`config.mk`:
```
export PLATFORM = sky130hd
export DESIGN_NAME = mem_access_unit
export DESIGN_NICKNAME = d
export VERILOG_FILES = /design/src/rtl/mem_pkg.sv /design/src/rtl/load_extend.sv /design/src/rtl/mem_access_unit.sv
export SDC_FILE = /design/constraint.sdc
export NUM_CORES = 1
export LEC_CHECK = 0
export BUFFER_PORTS_ARGS = -buffer_cell sky130_fd_sc_hd__buf_4
export CAP_MARGIN = 20
export CORE_UTILIZATION = 40
export CTS_BUF_LIST = sky130_fd_sc_hd__clkbuf_8
export DETAILED_ROUTE_END_ITERATION = 16
export GPL_TIMING_DRIVEN = 0
export PLACE_DENSITY_LB_ADDON = 0.12
export REMOVE_ABC_BUFFERS = 1
export SLEW_MARGIN = 20
export SYNTH_ARGS = -nofsm -noshare
export SYNTH_HDL_FRONTEND = slang
export SYNTH_SLANG_ARGS = --single-unit
```
`constraint.sdc`:
```
create_clock -name clk -period 3.8 [get_ports clk]
set_input_delay 0.38 -clock clk [delete_from_list [all_inputs] [get_ports clk]]
set_output_delay 0.38 -clock clk [all_outputs]
set_load 0.02 [all_outputs]
```
`src/rtl/mem_pkg.sv`:
```
// Shared definitions for the memory access unit.
//   - FSM state enum
//   - funct3 access-size encodings
//   - default timeout and wait-counter width
//   - command payload struct and size/lane helper functions
package mem_pkg;

    typedef enum logic [1:0] {
        ST_IDLE = 2'd0,
        ST_REQ  = 2'd1,
        ST_RESP = 2'd2,
        ST_ERR  = 2'd3
    } state_e;

    localparam logic [2:0] F3_B  = 3'b000;
    localparam logic [2:0] F3_H  = 3'b001;
    localparam logic [2:0] F3_W  = 3'b010;
    localparam logic [2:0] F3_BU = 3'b100;
    localparam logic [2:0] F3_HU = 3'b101;

    localparam int unsigned TIMEOUT_DEFAULT = 15;
    localparam int unsigned CNT_W           = 8;
    localparam int unsigned DATA_W          = 32;
    localparam int unsigned BE_W            = 4;

    // Captured command presented on the memory port while in REQ.
    typedef struct packed {
        logic              we;
        logic [BE_W-1:0]   be;
        logic [DATA_W-1:0] addr;
        logic [DATA_W-1:0] wdata;
    } mem_cmd_t;

    // Legal funct3 and naturally aligned offset.
    function automatic logic access_ok(input logic [2:0] f3, input logic [1:0] off);
        logic ok;
        case (f3)
            F3_B, F3_BU: ok = 1'b1;
            F3_H, F3_HU: ok = ~off[0];
            F3_W:        ok = (off == 2'b00);
            default:     ok = 1'b0;
        endcase
        return ok;
    endfunction

    // Byte enables for a given size and byte offset.
    function automatic logic [BE_W-1:0] byte_en(input logic [2:0] f3, input logic [1:0] off);
        logic [BE_W-1:0] be;
        case (f3)
            F3_B, F3_BU: be = 4'b0001 << off;
            F3_H, F3_HU: be = 4'b0011 << {off[1], 1'b0};
            F3_W:        be = 4'b1111;
            default:     be = 4'b0000;
        endcase
        return be;
    endfunction

    // Replicate LSB-aligned store data across all lanes; byte enables pick the live one.
    function automatic logic [DATA_W-1:0] lane_data(input logic [2:0] f3, input logic [DATA_W-1:0] wd);
        logic [DATA_W-1:0] d;
        case (f3)
            F3_B, F3_BU: d = {4{wd[7:0]}};
            F3_H, F3_HU: d = {2{wd[15:0]}};
            default:     d = wd;
        endcase
        return d;
    endfunction

endpackage

```
`src/rtl/load_extend.sv`:
```
// Load alignment and extension (combinational).
//   funct3 : access size/sign
//   offset : byte offset of the access within the word
//   word   : raw 32-bit word from memory
//   result : selected byte/halfword, sign- or zero-extended; full word for W
module load_extend
    import mem_pkg::*;
(
    input  logic [2:0]        funct3,
    input  logic [1:0]        offset,
    input  logic [DATA_W-1:0] word,
    output logic [DATA_W-1:0] result
);

    logic [7:0]  byte_sel;
    logic [15:0] half_sel;

    // Lane select
    always_comb begin
        byte_sel = word[7:0];
        case (offset)
            2'd0:    byte_sel = word[7:0];
            2'd1:    byte_sel = word[15:8];
            2'd2:    byte_sel = word[23:16];
            default: byte_sel = word[31:24];
        endcase
        half_sel = offset[1] ? word[31:16] : word[15:0];
    end

    // Extension by size/sign
    always_comb begin
        result = '0;
        case (funct3)
            F3_B:    result = {{24{byte_sel[7]}}, byte_sel};
            F3_BU:   result = {24'h0, byte_sel};
            F3_H:    result = {{16{half_sel[15]}}, half_sel};
            F3_HU:   result = {16'h0, half_sel};
            F3_W:    result = word;
            default: result = '0;
        endcase
    end

endmodule

```
`src/rtl/mem_access_unit.sv`:
```
// Memory access unit: turns a single load/store request into a bus
// transaction with size-based byte enables, lane placement, load extension
// and a wait-state timeout.
//   clk, reset          : clock, async active-low reset
//   start, we, funct3,
//   addr, wdata         : request from the control FSM (sampled in IDLE)
//   busy, done, err     : status (done/err are one-cycle pulses)
//   rdata               : last successful load result
//   mem_req, mem_we, mem_addr, mem_be, mem_wdata : memory request port
//   mem_ack, mem_rdata  : memory response
module mem_access_unit
    import mem_pkg::*;
#(
    parameter int unsigned TIMEOUT = TIMEOUT_DEFAULT
) (
    input  logic              clk,
    input  logic              reset,
    input  logic              start,
    input  logic              we,
    input  logic [2:0]        funct3,
    input  logic [DATA_W-1:0] addr,
    input  logic [DATA_W-1:0] wdata,
    output logic              busy,
    output logic              done,
    output logic              err,
    output logic [DATA_W-1:0] rdata,
    output logic              mem_req,
    output logic              mem_we,
    output logic [DATA_W-1:0] mem_addr,
    output logic [BE_W-1:0]   mem_be,
    output logic [DATA_W-1:0] mem_wdata,
    input  logic              mem_ack,
    input  logic [DATA_W-1:0] mem_rdata
);

    localparam logic [CNT_W-1:0] CNT_LAST = CNT_W'(TIMEOUT - 1);

    state_e            state_q, state_d;
    logic [CNT_W-1:0]  cnt_q, cnt_d;
    mem_cmd_t          cmd_q, cmd_d;
    logic [2:0]        f3_q, f3_d;
    logic [1:0]        off_q, off_d;
    logic [DATA_W-1:0] rdata_q, rdata_d;
    logic              busy_q, busy_d;
    logic              done_q, done_d;
    logic              err_q, err_d;
    logic              req_q, req_d;
    logic [DATA_W-1:0] ld_val;

    load_extend u_load_extend (
        .funct3 (f3_q),
        .offset (off_q),
        .word   (mem_rdata),
        .result (ld_val)
    );

    // State and registered outputs
    always_ff @(posedge clk or negedge reset) begin
        if (!reset) begin
            state_q <= ST_IDLE;
            cnt_q   <= '0;
            cmd_q   <= '0;
            f3_q    <= '0;
            off_q   <= '0;
            rdata_q <= '0;
            busy_q  <= 1'b0;
            done_q  <= 1'b0;
            err_q   <= 1'b0;
            req_q   <= 1'b0;
        end else begin
            state_q <= state_d;
            cnt_q   <= cnt_d;
            cmd_q   <= cmd_d;
            f3_q    <= f3_d;
            off_q   <= off_d;
            rdata_q <= rdata_d;
            busy_q  <= busy_d;
            done_q  <= done_d;
            err_q   <= err_d;
            req_q   <= req_d;
        end
    end

    // Next state; status flops are loaded with the values of the state being entered
    always_comb begin
        state_d = state_q;
        cnt_d   = cnt_q;
        cmd_d   = cmd_q;
        f3_d    = f3_q;
        off_d   = off_q;
        rdata_d = rdata_q;
        busy_d  = 1'b0;
        done_d  = 1'b0;
        err_d   = 1'b0;
        req_d   = 1'b0;

        case (state_q)
            ST_IDLE: begin
                if (start) begin
                    busy_d = 1'b1;
                    if (access_ok(funct3, addr[1:0])) begin
                        state_d     = ST_REQ;
                        req_d       = 1'b1;
                        cnt_d       = '0;
                        cmd_d.we    = we;
                        cmd_d.be    = byte_en(funct3, addr[1:0]);
                        cmd_d.addr  = {addr[31:2], 2'b00};
                        cmd_d.wdata = lane_data(funct3, wdata);
                        f3_d        = funct3;
                        off_d       = addr[1:0];
                    end else begin
                        state_d = ST_ERR;
                        done_d  = 1'b1;
                        err_d   = 1'b1;
                    end
                end
            end
            ST_REQ: begin
                busy_d = 1'b1;
                // Ack is checked first so an ack on the last allowed cycle still succeeds
                if (mem_ack) begin
                    if (!cmd_q.we) begin
                        rdata_d = ld_val;
                    end
                    state_d = ST_RESP;
                    done_d  = 1'b1;
                    cnt_d   = '0;
                end else if (cnt_q == CNT_LAST) begin
                    state_d = ST_ERR;
                    done_d  = 1'b1;
                    err_d   = 1'b1;
                    cnt_d   = '0;
                end else begin
                    req_d = 1'b1;
                    cnt_d = cnt_q + CNT_W'(1);
                end
            end
            ST_RESP: state_d = ST_IDLE;
            ST_ERR:  state_d = ST_IDLE;
            default: state_d = ST_IDLE;
        endcase
    end

    assign busy      = busy_q;
    assign done      = done_q;
    assign err       = err_q;
    assign rdata     = rdata_q;
    assign mem_req   = req_q;
    assign mem_we    = cmd_q.we;
    assign mem_addr  = cmd_q.addr;
    assign mem_be    = cmd_q.be;
    assign mem_wdata = cmd_q.wdata;

endmodule

```
==> impl_metrics.csv <==
group,metric,value,unit
routing,wl_per_cell,16.3,µm
setup_path,crit_type,"flip-flop to flip-flop",
setup_path,worstPathRequired,4140,ps
synthesis,synthCells,493,
routing,post_drt_via_cell_ratio,5.31,
clocking,cts_tree,"done",
flow_run,cap_violations,0,
clocking,cts_resized,0,
pwr,p_switching,2420,µW
floorplanning,start_util,41.5,%
synthesis,syn_area_per_cell,11.2,µm²
sta,final-setup-viol-count,0,
synthesis,ys.flop_type,"dfrtp_1",
min_path,worstHoldPathCells,2,
pwr,combinationalPowerShare,45.8,%
sta,worst_slew_pin_slew,834,ps
global_route,grt_max_degree,65,
synthesis,ys_seq_area_share,53.3,%
global_route,grt-ovfl-total,0,
finish,drive_gt1_share,43.0,%
synthesis,ys_async_sr_fraction,100,%
finish,diodes,0,
setup_path,crit_arrival,2670,ps
sta,finalHoldViolations,0,
floorplanning,rows,42,
finish,nets,796,
clocking,root_buffer,"clkbuf_8",
pwr,clockPowerShare,19.0,%
clocking,cts_buffer_depth,2,
floorplanning,dieWidth,120,µm
floorplanning,die_area,14300,µm²
synthesis,syn-cell-area,5540,µm²
placed_design,io_buffers,206,
sta,fmax,429,MHz
pwr,switching_share,39.0,%
synthesis,synth-seq-cells,118,
floorplanning,core,13300,µm²
finish,multi_input_area,2420,µm²
pwr,intPower,3790,µW
synthesis,ys_types,56,
floorplanning,die_h,120,µm
floorplanning,num_io_pins,209,
setup_path,crit_fanout,33,
status,status,"complete, no violations",
clocking,numCtsBuffers,17,
sta,rsz0062_at_grt,"no",
finish,utilization,58.0,%
setup_path,worstSetupEndpointType,"flip-flop",
sta,min_period,2330,ps
global_route,track_usage,21.1,%
routing,first_pass_iters,6,
clocking,insertion_delay,430,ps
pwr,ir_drop,0.443,mV
sta,fin_crit_sh,61.3,%
routing,ant_nets,0,
global_route,antenna_found_initial,0,
finish,nFillCells,1190,
clocking,path_clk_slew,70,ps
global_route,grt_pass1_wl,23.5,mm
sta,final_max_slew_viol_count,0,
clocking,ctsHtreeMaxLevel,4,
sta,maxSlewHeadroom,44.3,%
finish,area_growth,39.7,%
pwr,p_leak,0.00369,µW
synthesis,synth_edf_count,0,
clocking,clock_sinks,118,
sta,worst_hold_slack,167,ps
pwr,p_per_area,802,nW/µm²
global_route,grt_pass1_vias,4720,
routing,drtIter0Drc,383,
setup_path,ff2ff_path_depth,3,
pwr,seqPwrFrac,35.2,%
finish,regArea,2950,µm²
setup_path,startpoint_type,"flip-flop",
routing,vias,4669,
min_path,hold_class,"primary input to flip-flop",
placed_design,gp_congestion,0.827,
routing,wirelength,14.3,mm
placed_design,dp_hpwl,10.3,mm
routing,drc,0,
sta,finalClockSkew,11.6,ps
synthesis,synth-warning-count,0,
-- power groups by stage --
| stage | Combinational, µW | Sequential (µW) | Clock, µW |
|---|---|---|---|
| after CTS | 2870 | 2180 | 1220 |
| after detailed placement | 2860 | 2200 | 0 |
| after global placement | 2790 | 2170 | 0 |
| after floorplan | 1060 | 2730 | 0 |
| after global routing | 3070 | 2270 | 1260 |
| final | 2840 | 2180 | 1180 |
-- stage by stage --
| stage | total power, µW | setup slack (ps) | setup TNS (ps) | instance area, µm² | instances |
|---|---|---|---|---|---|
| 6_report | 6210 | 1470 | 0 | 7740 | 879 |
| 5_1_grt | 6600 | 1310 | 0 | 7740 | 879 |
| 4_1_cts | 6270 | 1360 | 0 | 7730 | 879 |
| 3_5_place_dp | 5060 | 1170 | 0 | 7310 | 846 |
| 3_3_place_gp | 4960 | -3060 | -215170 | 7150 | 841 |
| 2_1_floorplan | 3790 | -938 | -66850 | 5390 | 459 |
-- Yosys cell counts, drive strengths merged (8+ instances only) --
library cell  count  area share, %
a21oi            13            1.2
a221oi            8            1.3
a22oi            18            2.4
buf              16            1.5
clkbuf           19            1.3
dfrtp           118             53
inv               8           0.54
mux2             46            9.4
mux2i            25            4.5
mux4              8            3.3
nand2            68            4.6
nor2             17            1.2
o21ai            67            6.1
-- flip-flops by register name, indices dropped and copies added, names as in the netlist, 2 cells and up --
name and cells:
mem_wdata 32, rdata 32, mem_addr 30, cnt_q 8, mem_be 4, f3_q 3
off_q 2, state_q 2
-- per-layer routing --
metal  up-vias  GRT usage [%]  part of all wire (%)
li1       2192              -                     -
met1      2260           25.2                    40
met2       201           34.0                    48
met3        16           9.03                   9.9
met4         0           7.42                   1.7
met5         -              0                     0
-- cell type report --
type	count	share of cell area (%)
timing repair buffer	212	21.9
clock buffer	20	3.56
inverter	8	0.388
tap	176	2.85
multi-input combinational	333	31.3
clock inverter	12	1.75
sequential	118	38.2
-- layout by cell type, fill, tap and decap left out, drive strengths merged, types with 2 or more instances in the layout --
cell type / Yosys / layout
buf: 16 / 211
dfrtp: 118 / 118
nand2: 68 / 68
o21ai: 67 / 67
mux2: 46 / 46
mux2i: 25 / 25
clkbuf: 19 / 20
a22oi: 18 / 18
nor2: 17 / 17
a21oi: 13 / 13
inv: 8 / 11
mux4: 8 / 8
a221oi: 8 / 8
a222oi: 7 / 7
nor3: 6 / 6
clkinv: 0 / 6
o211ai: 4 / 4
nor4: 4 / 4
nor2b: 3 / 3
nand3: 3 / 3
a22o: 3 / 3
bufinv: 0 / 3
nand2b: 3 / 3
a211o: 3 / 3
o2111ai: 2 / 2
or3: 2 / 2
ha: 2 / 2
conb: 1 / 2
or4b: 2 / 2
nor3b: 2 / 2
-- cells by family (layout without fill, tap and decap cells) --
group | Yosys count | count (layout) | share of synthesized area, %
adder cells (fa/ha/maj) | 2 | 2 | 0.452
AND/OR/NAND/NOR | 114 | 114 | 9.67
other | 1 | 2 | 0.0677
multiplexers | 79 | 79 | 17.1
AO/OA/AOI/OAI | 136 | 136 | 16.0
buffers and inverters | 43 | 252 | 3.32
flip-flops | 118 | 118 | 53.3
-- what timing repair did --
action	in CTS	in global routing
setup buffers	0	0
hold buffers	1	0
endpoints found under the hold margin	54	0
-- critical path: stages (launching register included) --
cell,delay [ps]
dfrtp_1,480
or4b_2,1070
nand2b_4,430
o21ai_1,240
-- final timing paths --
check,from,end,slack (ps)
max in group asynchronous,reset,cnt_q[5],2630
setup / recovery,state_q[1],rdata[10],1470
min in group asynchronous,reset,rdata[8],470
hold / removal,addr[12],mem_addr[12],170
hold reg to reg,mem_wdata[21],mem_wdata[21],490
setup reg to reg,state_q[1],rdata[10],1470
No activity file was read; power rests on OpenSTA's default activity.
